<file path="src/rtl/pipe_stage_reg_if.sv">
// Bundle of stage-control, upstream and registered-output signals for pipe_stage_reg.
// master drives the stage inputs and observes the outputs; slave is the register itself.
interface pipe_stage_reg_if #(
  parameter int DW    = 32,
  parameter int NDATA = 2,
  parameter int A3W   = 5,
  parameter int TW    = 2
);
  logic                en;
  logic                flush;
  logic                in_valid;
  logic [DW-1:0]       in_instr;
  logic [DW-1:0]       in_pc;
  logic [NDATA*DW-1:0] in_data;
  logic [A3W-1:0]      in_a3;
  logic                in_rfwr;
  logic [TW-1:0]       in_tnew;
  logic                out_valid;
  logic [DW-1:0]       out_instr;
  logic [DW-1:0]       out_pc;
  logic [NDATA*DW-1:0] out_data;
  logic [A3W-1:0]      out_a3;
  logic                out_rfwr;
  logic [TW-1:0]       out_tnew;
  logic [A3W-1:0]      out_fwd_a3;

  modport master (
    output en, flush, in_valid, in_instr, in_pc, in_data, in_a3, in_rfwr, in_tnew,
    input  out_valid, out_instr, out_pc, out_data, out_a3, out_rfwr, out_tnew, out_fwd_a3
  );

  modport slave (
    input  en, flush, in_valid, in_instr, in_pc, in_data, in_a3, in_rfwr, in_tnew,
    output out_valid, out_instr, out_pc, out_data, out_a3, out_rfwr, out_tnew, out_fwd_a3
  );
endinterface

</file>
<file path="src/rtl/pipe_stage_reg.sv">
// Inter-stage pipeline register with stall/flush, valid bit, Tnew countdown and forwarding tag.
// Optional stall/bubble performance counters are enabled by defining PIPE_STAGE_PERF_EN.
module pipe_stage_reg #(
  parameter int          DW      = 32,
  parameter int          NDATA   = 2,
  parameter int          A3W     = 5,
  parameter int          TW      = 2,
  parameter int          TDEC    = 1,
  parameter logic [31:0] INIT_PC = 32'h0000_3000
) (
  input  logic clk,
  input  logic reset,
  pipe_stage_reg_if.slave bus
`ifdef PIPE_STAGE_PERF_EN
  ,
  output logic [31:0] perf_stall_cnt,
  output logic [31:0] perf_bubble_cnt
`endif
);

  logic                valid_q, valid_d;
  logic [DW-1:0]       instr_q, instr_d;
  logic [DW-1:0]       pc_q, pc_d;
  logic [NDATA*DW-1:0] data_q, data_d;
  logic [A3W-1:0]      a3_q, a3_d;
  logic                rfwr_q, rfwr_d;
  logic [TW-1:0]       tnew_q, tnew_d;
  logic [TW-1:0]       tnew_load;
  logic                do_bubble;
  logic                do_hold;

  generate
    if (TDEC == 1) begin : g_tnew_dec
      // Saturate at zero instead of wrapping to all-ones.
      assign tnew_load = (bus.in_tnew == '0) ? '0 : bus.in_tnew - TW'(1);
    end else begin : g_tnew_pass
      assign tnew_load = bus.in_tnew;
    end
  endgenerate

  assign do_bubble = bus.flush | (bus.en & ~bus.in_valid);
  assign do_hold   = ~bus.flush & ~bus.en;

  always_comb begin
    valid_d = valid_q;
    instr_d = instr_q;
    pc_d    = pc_q;
    data_d  = data_q;
    a3_d    = a3_q;
    rfwr_d  = rfwr_q;
    tnew_d  = tnew_q;
    if (do_bubble) begin
      // A bubble still carries the PC so exceptions can be attributed to it.
      valid_d = 1'b0;
      instr_d = '0;
      pc_d    = bus.in_pc;
      data_d  = '0;
      a3_d    = '0;
      rfwr_d  = 1'b0;
      tnew_d  = '0;
    end else if (bus.en) begin
      valid_d = 1'b1;
      instr_d = bus.in_instr;
      pc_d    = bus.in_pc;
      data_d  = bus.in_data;
      a3_d    = bus.in_a3;
      rfwr_d  = bus.in_rfwr;
      tnew_d  = tnew_load;
    end
  end

  always_ff @(posedge clk or negedge reset) begin
    if (!reset) begin
      valid_q <= 1'b0;
      instr_q <= '0;
      pc_q    <= DW'(INIT_PC);
      data_q  <= '0;
      a3_q    <= '0;
      rfwr_q  <= 1'b0;
      tnew_q  <= '0;
    end else begin
      valid_q <= valid_d;
      instr_q <= instr_d;
      pc_q    <= pc_d;
      data_q  <= data_d;
      a3_q    <= a3_d;
      rfwr_q  <= rfwr_d;
      tnew_q  <= tnew_d;
    end
  end

  assign bus.out_valid  = valid_q;
  assign bus.out_instr  = instr_q;
  assign bus.out_pc     = pc_q;
  assign bus.out_data   = data_q;
  assign bus.out_a3     = a3_q;
  assign bus.out_rfwr   = rfwr_q;
  assign bus.out_tnew   = tnew_q;
  // Hazard unit must never match $0, bubbles or non-writing instructions.
  assign bus.out_fwd_a3 = (valid_q && rfwr_q && (a3_q != '0)) ? a3_q : '0;

`ifdef PIPE_STAGE_PERF_EN
  logic [31:0] stall_cnt_q, stall_cnt_d;
  logic [31:0] bubble_cnt_q, bubble_cnt_d;

  always_comb begin
    stall_cnt_d  = stall_cnt_q;
    bubble_cnt_d = bubble_cnt_q;
    if (do_hold && (stall_cnt_q != 32'hFFFF_FFFF)) begin
      stall_cnt_d = stall_cnt_q + 32'd1;
    end
    if (do_bubble && (bubble_cnt_q != 32'hFFFF_FFFF)) begin
      bubble_cnt_d = bubble_cnt_q + 32'd1;
    end
  end

  always_ff @(posedge clk or negedge reset) begin
    if (!reset) begin
      stall_cnt_q  <= '0;
      bubble_cnt_q <= '0;
    end else begin
      stall_cnt_q  <= stall_cnt_d;
      bubble_cnt_q <= bubble_cnt_d;
    end
  end

  assign perf_stall_cnt  = stall_cnt_q;
  assign perf_bubble_cnt = bubble_cnt_q;
`endif

endmodule

</file>
<file path="src/flat_wrapper.sv">
// flat-port wrapper written by rule: the top's interface ports become plain ports
module pipe_stage_reg_flat 
#(
  parameter int          DW      = 32,
  parameter int          NDATA   = 2,
  parameter int          A3W     = 5,
  parameter int          TW      = 2,
  parameter int          TDEC    = 1,
  parameter logic [31:0] INIT_PC = 32'h0000_3000
)
  (clk, reset, bus_en, bus_flush, bus_in_valid, bus_in_instr, bus_in_pc, bus_in_data, bus_in_a3, bus_in_rfwr, bus_in_tnew, bus_out_valid, bus_out_instr, bus_out_pc, bus_out_data, bus_out_a3, bus_out_rfwr, bus_out_tnew, bus_out_fwd_a3);
  pipe_stage_reg_if #(.DW(DW), .NDATA(NDATA), .A3W(A3W), .TW(TW)) bus_i ();
  input  logic clk;
  input  logic reset;
  input wire logic [$bits(bus_i.en)-1:0] bus_en;
  input wire logic [$bits(bus_i.flush)-1:0] bus_flush;
  input wire logic [$bits(bus_i.in_valid)-1:0] bus_in_valid;
  input wire logic [$bits(bus_i.in_instr)-1:0] bus_in_instr;
  input wire logic [$bits(bus_i.in_pc)-1:0] bus_in_pc;
  input wire logic [$bits(bus_i.in_data)-1:0] bus_in_data;
  input wire logic [$bits(bus_i.in_a3)-1:0] bus_in_a3;
  input wire logic [$bits(bus_i.in_rfwr)-1:0] bus_in_rfwr;
  input wire logic [$bits(bus_i.in_tnew)-1:0] bus_in_tnew;
  output wire logic [$bits(bus_i.out_valid)-1:0] bus_out_valid;
  output wire logic [$bits(bus_i.out_instr)-1:0] bus_out_instr;
  output wire logic [$bits(bus_i.out_pc)-1:0] bus_out_pc;
  output wire logic [$bits(bus_i.out_data)-1:0] bus_out_data;
  output wire logic [$bits(bus_i.out_a3)-1:0] bus_out_a3;
  output wire logic [$bits(bus_i.out_rfwr)-1:0] bus_out_rfwr;
  output wire logic [$bits(bus_i.out_tnew)-1:0] bus_out_tnew;
  output wire logic [$bits(bus_i.out_fwd_a3)-1:0] bus_out_fwd_a3;
  assign bus_i.en = bus_en;
  assign bus_i.flush = bus_flush;
  assign bus_i.in_valid = bus_in_valid;
  assign bus_i.in_instr = bus_in_instr;
  assign bus_i.in_pc = bus_in_pc;
  assign bus_i.in_data = bus_in_data;
  assign bus_i.in_a3 = bus_in_a3;
  assign bus_i.in_rfwr = bus_in_rfwr;
  assign bus_i.in_tnew = bus_in_tnew;
  assign bus_out_valid = bus_i.out_valid;
  assign bus_out_instr = bus_i.out_instr;
  assign bus_out_pc = bus_i.out_pc;
  assign bus_out_data = bus_i.out_data;
  assign bus_out_a3 = bus_i.out_a3;
  assign bus_out_rfwr = bus_i.out_rfwr;
  assign bus_out_tnew = bus_i.out_tnew;
  assign bus_out_fwd_a3 = bus_i.out_fwd_a3;
  pipe_stage_reg #(.DW(DW), .NDATA(NDATA), .A3W(A3W), .TW(TW), .TDEC(TDEC), .INIT_PC(INIT_PC)) u_core (.clk(clk), .reset(reset), .bus(bus_i));
endmodule
</file>
<file path="config.mk">
export PLATFORM = sky130hd
export DESIGN_NAME = pipe_stage_reg_flat
export DESIGN_NICKNAME = d
export VERILOG_FILES = /design/src/rtl/pipe_stage_reg_if.sv /design/src/rtl/pipe_stage_reg.sv /design/src/flat_wrapper.sv
export SDC_FILE = /design/constraint.sdc
export NUM_CORES = 1
export LEC_CHECK = 0
export BUFFER_PORTS_ARGS = -buffer_cell sky130_fd_sc_hd__buf_2
export CAP_MARGIN = 0
export CORE_ASPECT_RATIO = 1.1
export CORE_MARGIN = 1
export CORE_UTILIZATION = 46
export CTS_CLUSTER_SIZE = 24
export DETAILED_ROUTE_END_ITERATION = 10
export PLACE_DENSITY = 0.81
export SLEW_MARGIN = 15
export SYNTH_ARGS = -nofsm -noshare
export SYNTH_HDL_FRONTEND = slang
export SYNTH_SLANG_ARGS = --single-unit
</file>
<file path="constraint.sdc">
create_clock -name clk -period 1.15 [get_ports clk]
set_clock_uncertainty 0.15 [all_clocks]
set_input_delay 0.115 -clock clk [delete_from_list [all_inputs] [get_ports clk]]
set_output_delay 0.115 -clock clk [all_outputs]
set_load 0.005 [all_outputs]
</file>
==> results of run 1 <==
-- area by class of cell --
type / instances / area [sq um]
clock buffer: 25 / 505
fill: 628 / 2140
tap: 154 / 193
clock inverter: 7 / 65.1
timing repair buffer: 526 / 3780
sequential: 137 / 3430
multi-input combinational: 352 / 2130
-- logic make-up after synthesis --
kind of cell / share of synthesized area [%]
multiplexers: 6.32
AND/OR/NAND/NOR: 20.9
AO/OA/AOI/OAI: 8.88
flip-flops: 58.5
buffers and inverters: 5.42
-- cells in the final DEF, fill, tap and decap left out, types with 3 or more instances in the layout --
master / count
nand3_1: 102
buf_12: 10
clkinv_2: 4
a21oi_1: 104
clkbuf_1: 3
buf_4: 99
dlygate4sd3_1: 138
clkbuf_8: 5
nand2b_1: 104
buf_2: 269
and3_1: 3
dfrtp_1: 133
clkbuf_16: 17
mux2_2: 29
buf_6: 10
-- state kept, by name, indices dropped and copies added, names as in the netlist --
register	cells
u_core.bus.out_tnew	2
u_core.bus.out_valid	1
u_core.bus.out_instr	32
u_core.bus.out_a3	5
u_core.bus.out_rfwr	1
u_core.bus.out_data	64
u_core.bus.out_pc	32
-- metal layers --
layer / share of wire [%] / vias up
met5: 0 / -
met4: 5.5 / 0
met3: 9.8 / 130
met2: 50 / 503
met1: 35 / 3171
li1: - / 2836
-- worst max path at each step --
stage	start	to
after floorplan	bus_flush	u_core.bus.out_pc[10]
after global routing	u_core.bus.out_valid	bus_out_fwd_a3[1]
after CTS	u_core.bus.out_valid	bus_out_fwd_a3[0]
final	u_core.bus.out_a3[0]	bus_out_fwd_a3[0]
after detailed placement	bus_en	u_core.bus.out_pc[24]
after global placement	bus_en	u_core.bus.out_pc[28]
-- per-stage QoR --
stage	util (%)	worst slack, ns
4_1_cts	79.3	-0.301
6_report	82.5	-0.320
3_3_place_gp	61.0	-0.0370
3_5_place_dp	61.0	-0.0628
2_1_floorplan	-	-0.00724
5_1_grt	82.5	-0.341
-- power breakdown --
part / internal (mW) / total (mW) / switching, mW / leakage, nW
sequential: 5.06 / 5.21 / 0.154 / 1.80
combinational: 1.14 / 2.06 / 0.914 / 2.98
clock: 3.25 / 5.30 / 2.05 / 0.279
-- critical path, stage by stage (launching register included) --
cell	delay (ns)
dfrtp_1	0.44
and3_4	0.22
buf_6	0.12
-- what timing repair did --
item / in CTS / in global routing
setup buffers: 33 / 48
gates cloned: 0 / 0
hold buffers: 138 / 0
endpoints found under the setup margin: 142 / 142
resized for setup: 8 / 7
pin swaps: 3 / 4
hold endpoints to repair: 273 / 0
==> run summary, run 1 <==
run status - complete, but fails checks
violated checks - negative setup slack
endpoint class of the critical path - output port
TritonCTS clock tree - done
Synthesized Nets - 680
worst slew pin tran - 0.284 ns
Yosys top cell by area - dfrtp_1
share of the synthesized area in the top cell type - 57.6%
sequential element share of the synthesized area - 58.5%
Main synth FF type - dfrtp_1
# rows - 42
RR Startpoint - u_core.bus.out_pc[19]
FF-to-FF path depth - 3
DRC viols - 0
largest net degree at the start of global routing - 59
maximum vdd drop - 1.00 mV
dpl hpwl - 11.1 mm
Cell Count Post-Placement - 950
worst min path class - in2async
met2 Use GR - 58.7%
post-route cell area - 10100 sq um
fmax - 680 MHz
Cell Count, Final, Fillers Out - 1201
Mapped Area - 5860 sq um
vias in the first global route - 6585
Most Crowded Layer GR - met2
largest fanout on the critical path - 3
Synth Warn # - 0
Clock Latency Late Sink - 0.42 ns
# nets final - 1175
Min Hold Slack - 0.00550 ns
H-tree depth - 4
CP Class - reg2out
via density per instance - 5.53
die area - 13200 sq um
WP data required - 0.88 ns
worst rel slew slack - 81.0%
DP Area - 7470 sq um
antenna-violating nets left - 0
final wirelength - 24.4 mm
max-cap violations - 0
PD cells - 1240 nW/um^2
initial antenna violation count - 0
static leakage - 5.06 nW
Synth Register Bits - 137
met3 global-route usage - 9.54%
fin. max-slew vios - 0
Clock transition at path regs - 0.06 ns
fin worst setup slack - -0.320 ns
final setup TNS - -8.65 ns
# diodes - 0
routability cong. - 0.786
final setup fails - 142
Critical Path AT - 1.20 ns
critical path startpoint category - flip-flop
clock sinks - 137
Post-synth EDFFs - 0
syn_area_per_cell - 10.9 sq um
Synth top cells by count - 135 x dfrtp_1, 104 x a21oi_1, 104 x nand2b_1, 102 x nand3_1, 30 x mux2_2
Global Route met1 Usage - 37.1%
PortBufs - 282
flop2flop setup slack - 0.01 ns
Die W - 110 um
total CTS buffers - 17
Root Buffer - clkbuf_16
Tcrit/Tclk final - 128%
min Tclk post-route - 1.47 ns
core footprint - 12200 sq um
DR vias - 6640
area delta synth->final - 72.4%
final hold vios - 0
RSZ-0062 raised after global routing - true
share of cells above drive strength 1 - 43.4%
most instantiated library cell after synthesis - dfrtp_1
Die Ht - 120 um
global-route wire length before repair - 33.6 mm
starting DRC count in detailed routing - 777
asr flop ratio synth - 100%
Post-Synthesis Cells - 539
total gr overflow - 0
synth top area cells - dfrtp_1 58%, nand2b_1 11%, a21oi_1 8.9%
drt pass-1 iters - 5
clk buf depth - 2
total track usage - 34.1%
Final Power - 12.6 mW
worst r2r dst - u_core.bus.out_pc[19]
I/O pins - 283
Cell variety after synth - 19
routed length per placed instance - 20.3 um
Starting Density - 47.9%
Power figures use the tool's default switching activity.
==> run 2, diff against run 1 <==
- CELL_PAD_IN_SITES_DETAIL_PLACEMENT: unset -> 1
- CELL_PAD_IN_SITES_GLOBAL_PLACEMENT: unset -> 1
- CORE_UTILIZATION: 46 -> 34
- SKIP_CTS_REPAIR_TIMING: unset -> 1
==> run 2 against run 1 <==
Net effect: the run still ends with negative setup slack left; first-iteration DRC count is 69% lower; clock-buffer cell count is 7 lower; cell area is 1.7% lower; register-to-register slack better by 0.07 ns; non-clock buffer count is 36 lower; flip-flop and latch count stayed put; hold slack better by 0.023 ns; largest power group is now sequential cells.
==> run summary, run 2 (same netlist as run 1, synthesis figures left out) <==
register area - 3430 sq um (unchanged)
DP Area - 7640 sq um (+2.2%)
final wirelength - 25.2 mm (+3.4%)
RSZ-0062 raised after global routing - true
Tcrit/Tclk final - 125% (-2.9 points)
die area - 17800 sq um (+35%)
WP data required - 0.88 ns (about the same)
CP top delay family - flip-flops
total track usage - 19.8% (-14 points)
routability cong. - 0.757 (-3.7%)
Die W - 127 um (+16%)
PD cells - 1240 nW/um^2 (+0.12%)
total CTS buffers - 17 (unchanged)
Min Hold Slack - 0.0282 ns (+0.0227 ns)
clk buf depth - 2 (unchanged)
worst slew pin tran - 0.397 ns (+0.112 ns)
max-cap violations - 0 (unchanged)
vias in the first global route - 5231 (-21%)
crit path from - u_core.bus.out_valid
TritonCTS clock tree - done
initial antenna violation count - 2 (+2)
I/O pins - 283 (unchanged)
met3 WL post-DR - 1.31 mm (-45%)
clock sinks - 137 (unchanged)
H-tree depth - 4 (unchanged)
max reg flops - 64 (unchanged)
Cell Count Post-Placement - 1029 (+8.3%)
final hold vios - 0 (unchanged)
global-route wire length before repair - 27.4 mm (-18%)
drt pass-1 iters - 7 (+2)
largest fanout on the critical path - 7 (+4)
static leakage - 4.86 nW (-4.0%)
commonest non-fill, non-tap cells in the layout - 271 x buf_2, 138 x dlygate4sd3_1, 133 x dfrtp_1, 104 x nand2b_1, 104 x a21oi_1
worst rel slew slack - 73.5% (-7.5 points)
violated checks - negative setup slack
Die Ht - 140 um (+16%)
critical path startpoint category - flip-flop
via density per instance - 4.96 (-10%)
Clock transition at path regs - 0.06 ns (about the same)
Root Buffer - clkbuf_16
Cell Count, Final, Fillers Out - 1241 (+3.3%)
# rows - 49 (+17%)
share of cells above drive strength 1 - 41.5% (-1.8 points)
endpoint class of the critical path - output port
post-route cell area - 9930 sq um (-1.7%)
# nets final - 1139 (-3.1%)
fin worst setup slack - -0.286 ns (+0.0336 ns)
dpl hpwl - 12.6 mm (+14%)
antenna-violating nets left - 0 (unchanged)
final setup fails - 142 (unchanged)
routed length per placed instance - 20.3 um (about the same)
top layer reached by signal wires - met5
worst min path class - in2async
min Tclk post-route - 1.44 ns (-0.0336 ns)
largest net degree at the start of global routing - 56 (-5.1%)
PortBufs - 282 (unchanged)
Critical path buffers and inverters - 1 (unchanged)
crit path cell chain - and3_4 > buf_6
Max stage delay on crit path - 0.45 ns (about the same)
fin. max-slew vios - 0 (unchanged)
RR Startpoint - u_core.bus.out_pc[17]
# fillers - 1875 (+200%)
commonest non-fill, non-tap cell in the layout - buf_2
maximum vdd drop - 0.910 mV (-8.9%)
Critical Path Slowest Stage Cell - dfrtp_2
run status - complete, but fails checks
WL met2 - 13.4 mm (+10%)
DR vias - 6160 (-7.2%)
M1 WL - 9.32 mm (+9.6%)
core footprint - 16600 sq um (+36%)
area occupied by multi-input gates - 2120 sq um (-0.41%)
Placement Setup Slack - -0.0763 ns (-0.0135 ns)
Starting Density - 35.3% (-13 points)
starting DRC count in detailed routing - 241 (-69%)
FF-to-FF path depth - 2 (-1)
flop2flop setup slack - 0.08 ns (+0.07 ns)
CP Class - reg2out
DRC viols - 0 (unchanged)
Critical Path AT - 1.17 ns (-0.03 ns)
worst r2r dst - u_core.bus.out_pc[17]
area delta synth->final - 69.5%
total gr overflow - 0 (unchanged)
Clock Latency Late Sink - 0.42 ns (about the same)
fmax - 696 MHz (+2.3%)
fin util - 59.8% (-23 points)
## run 2: cell types whose count changed in the layout (fill, tap and decap cells not counted), moves of 2 or more
cell        delta
clkinvlp_4     +3
clkbuf_8       -4
buf_2          +2
buf_6          -2
buf_12         +3
clkbuf_1       -3
clkinv_2       -3
clkinv_4       +3
buf_4         -39
inv_6          +4
## run 2: worst max-delay path by stage
stage,end,slack (ns),depth (start not counted)
3_5_place_dp,u_core.bus.out_pc[28],-0.08,4
4_1_cts,bus_out_fwd_a3[4],-0.36,2
2_1_floorplan,u_core.bus.out_pc[10],-0.007,4
3_3_place_gp,u_core.bus.out_pc[24],-0.05,4
5_1_grt,bus_out_fwd_a3[4],-0.33,2
6_report,bus_out_fwd_a3[4],-0.29,2
## run 2: final cells by class
cell class                 count  share of cell area (%)
clock inverter                14                    1.16
sequential                   137                    34.6
tap                          229                    2.88
clock buffer                  18                    4.42
antenna                        1                  0.0252
multi-input combinational    352                    21.3
timing repair buffer         490                    35.6
## run 2: stage by stage
stage	total power [mW]	TNS [ns]
after floorplan	5.85	-0.172
after global placement	6.61	-1.15
after detailed placement	6.65	-1.79
after CTS	11.8	-10.73
after global routing	12.8	-13.77
final	12.4	-9.15
## run 2: power breakdown
part,switching [mW],internal [mW]
sequential,0.154,5.05
combinational,0.881,1.07
clock,2.34,2.86
total,3.38,8.99
## run 2: worst reg2reg max path, delay by kind of cell (launching register included)
kind | cells | cell delay, ns
flops | 1 | 0.40
mux | 1 | 0.26
buf+inv | 1 | 0.14
## run 2: per-layer routing
layer  track usage, %  vias up
li1                 -     2764
met2             33.0      270
met3             6.57       82
met1             23.3     3042
met5                0        -
met4             8.58        2
==> run 3, diff against run 2 <==
- PLACE_DENSITY: 0.81 -> unset
- PLACE_DENSITY_LB_ADDON: unset -> 0.1
==> run 3 against run 2 <==
Net effect: the flow finishes with violations (negative hold slack, negative setup slack); cell count rose by 0.56%; sequential share of layout area down 0.20 points; via count is 4.1% lower; largest cell class unchanged; non-clock buffer count grew 7.
==> run summary, run 3 (same netlist as run 1, synthesis figures left out) <==
run status - complete, but fails checks
violated checks - negative hold slack, negative setup slack
total gr overflow - 0 (unchanged)
core footprint - 16600 sq um (unchanged)
Tcrit/Tclk final - 125% (+0.47 points)
PD cells - 1250 nW/um^2 (about the same)
worst min path class - in2async
Clock Power Share - 43.2% (+1.1 points)
Root Buffer - clkbuf_16
Clock transition at path regs - 0.06 ns (about the same)
maximum vdd drop - 0.947 mV (+4.0%)
worst rel slew slack - 79.3% (+5.8 points)
Clock Latency Late Sink - 0.41 ns (about the same)
register area - 3430 sq um (unchanged)
H-tree depth - 4 (unchanged)
Starting Density - 35.3% (unchanged)
drt pass-1 iters - 6 (-1)
largest net degree at the start of global routing - 59 (+5.4%)
max reg flops - 64 (unchanged)
# fillers - 1849 (-1.4%)
DRC viols - 0 (unchanged)
global-route wire length before repair - 29.4 mm (+7.3%)
total track usage - 21.3% (+1.4 points)
DR vias - 5910 (-4.1%)
fin. max-slew vios - 0 (unchanged)
starting DRC count in detailed routing - 175 (-27%)
share of cells above drive strength 1 - 41.8% (+0.30 points)
dpl hpwl - 13.2 mm (+5.1%)
initial antenna violation count - 1 (-1)
final setup fails - 244 (+72%)
area delta synth->final - 70.5%
fin worst setup slack - -0.292 ns (-0.00540 ns)
Critical Path AT - 1.18 ns (about the same)
static leakage - 4.91 nW (+1.1%)
CP Class - reg2out
min Tclk post-route - 1.44 ns (+0.00540 ns)
Cell Count Post-Placement - 1023 (-0.58%)
# nets final - 1146 (+0.61%)
total CTS buffers - 17 (unchanged)
final setup TNS - -16.27 ns (-7.12 ns)
area occupied by multi-input gates - 2120 sq um (unchanged)
RR Startpoint - u_core.bus.out_pc[17]
final hold vios - 18 (+18)
PortBufs - 282 (unchanged)
max-cap violations - 0 (unchanged)
die area - 17800 sq um (unchanged)
fmax - 694 MHz (-0.37%)
NetSw - 3.12 mW (-7.7%)
DP Area - 7550 sq um (-1.1%)
commonest non-fill, non-tap cell in the layout - buf_2
Die Ht - 140 um (unchanged)
worst setup path endpoint - bus_out_fwd_a3[4]
clk buf depth - 2 (unchanged)
switch share - 25.1% (-2.3 points)
clock sinks - 137 (unchanged)
Die W - 127 um (unchanged)
via density per instance - 4.74 (-4.6%)
critical path startpoint category - flip-flop
antenna-violating nets left - 0 (unchanged)
Min Hold Slack - -0.0222 ns (-0.0504 ns)
commonest non-fill, non-tap cells in the layout - 268 x buf_2, 138 x dlygate4sd3_1, 133 x dfrtp_1, 104 x nand2b_1, 104 x a21oi_1
Logic pwr share - 15.0% (-0.8 points)
routability cong. - 0.752 (-0.75%)
endpoint class of the critical path - output port
# rows - 49 (unchanged)
vias in the first global route - 5502 (+5.2%)
flop2flop setup slack - 0.11 ns (+0.03 ns)
Sequential Power Share - 41.8% (-0.3 points)
worst r2r dst - u_core.bus.out_pc[17]
routed length per placed instance - 17.4 um (-14%)
WP data required - 0.88 ns (about the same)
RSZ-0062 raised after global routing - true
Cell Count, Final, Fillers Out - 1248 (+0.56%)
internal cell power - 9.32 mW (+3.7%)
final wirelength - 21.8 mm (-14%)
I/O pins - 283 (unchanged)
worst slew pin tran - 0.310 ns (-0.0864 ns)
TritonCTS clock tree - done
FF-to-FF path depth - 2 (unchanged)
largest fanout on the critical path - 7 (unchanged)
post-route cell area - 9990 sq um (+0.59%)
crit path from - u_core.bus.out_valid
[run 3: changes by cell type in the layout (fill, tap and decap cells not counted), sizes merged]
cell | before | now
clkinv | 4 | 7
clkinvlp | 5 | 3
inv | 5 | 2
bufinv | 0 | 2
buf | 352 | 359
[run 3: final cells by class]
| cell class | count | share of cell area [%] |
|---|---|---|
| antenna | 1 | 0.0250 |
| timing repair buffer | 497 | 35.8 |
| tap | 229 | 2.87 |
| sequential | 137 | 34.4 |
| clock buffer | 18 | 4.30 |
| multi-input combinational | 352 | 21.2 |
| clock inverter | 14 | 1.50 |
[run 3: worst max-delay path, stage by stage, from the launching register on]
cell	delay [ns]
dfrtp_2	0.45
and3_4	0.20
buf_6	0.11
[run 3: how the worst min path moves through the flow]
stage,from,end,slack (ns),cells past startpoint
after global routing,reset,u_core.bus.out_data[3],-0.01,2
final,reset,u_core.bus.out_data[3],-0.02,2
after detailed placement,reset,u_core.bus.out_data[3],-0.16,1
after CTS,reset,u_core.bus.out_data[3],-0.61,1
after floorplan,reset,u_core.bus.out_a3[0],-0.33,0
after global placement,reset,u_core.bus.out_data[3],-0.16,1
[run 3: power groups by stage]
stage / clock network, mW / logic, mW / registers, mW
2_1_floorplan: 0 / 0.573 / 5.28
3_3_place_gp: 0 / 1.31 / 5.25
3_5_place_dp: 0 / 1.36 / 5.27
4_1_cts: 5.46 / 1.36 / 5.19
5_1_grt: 5.71 / 2.03 / 5.22
6_report: 5.38 / 1.87 / 5.20
[run 3: stage by stage]
step / util (%) / worst slack (ns) / power, mW / hold WS [ns]
after global routing: 60.1 / -0.326 / 13.0 / -0.0107
after CTS: 48.9 / -0.348 / 12.0 / -0.610
after floorplan: - / -0.00724 / 5.85 / -0.331
final: 60.1 / -0.292 / 12.4 / -0.0222
after detailed placement: 45.5 / -0.108 / 6.63 / -0.161
after global placement: 45.5 / -0.0386 / 6.56 / -0.162
[run 3: per-layer routing]
layer / track usage, % / part of all wire [%] / wire length (um) / up-vias
li1: - / - / - / 2772
met1: 24.2 / 39 / 8420 / 2908
met2: 37.4 / 54 / 11700 / 192
met3: 6.88 / 5.0 / 1090 / 38
met4: 6.89 / 2.3 / 505 / 0
met5: 0 / 0 / 0 / -
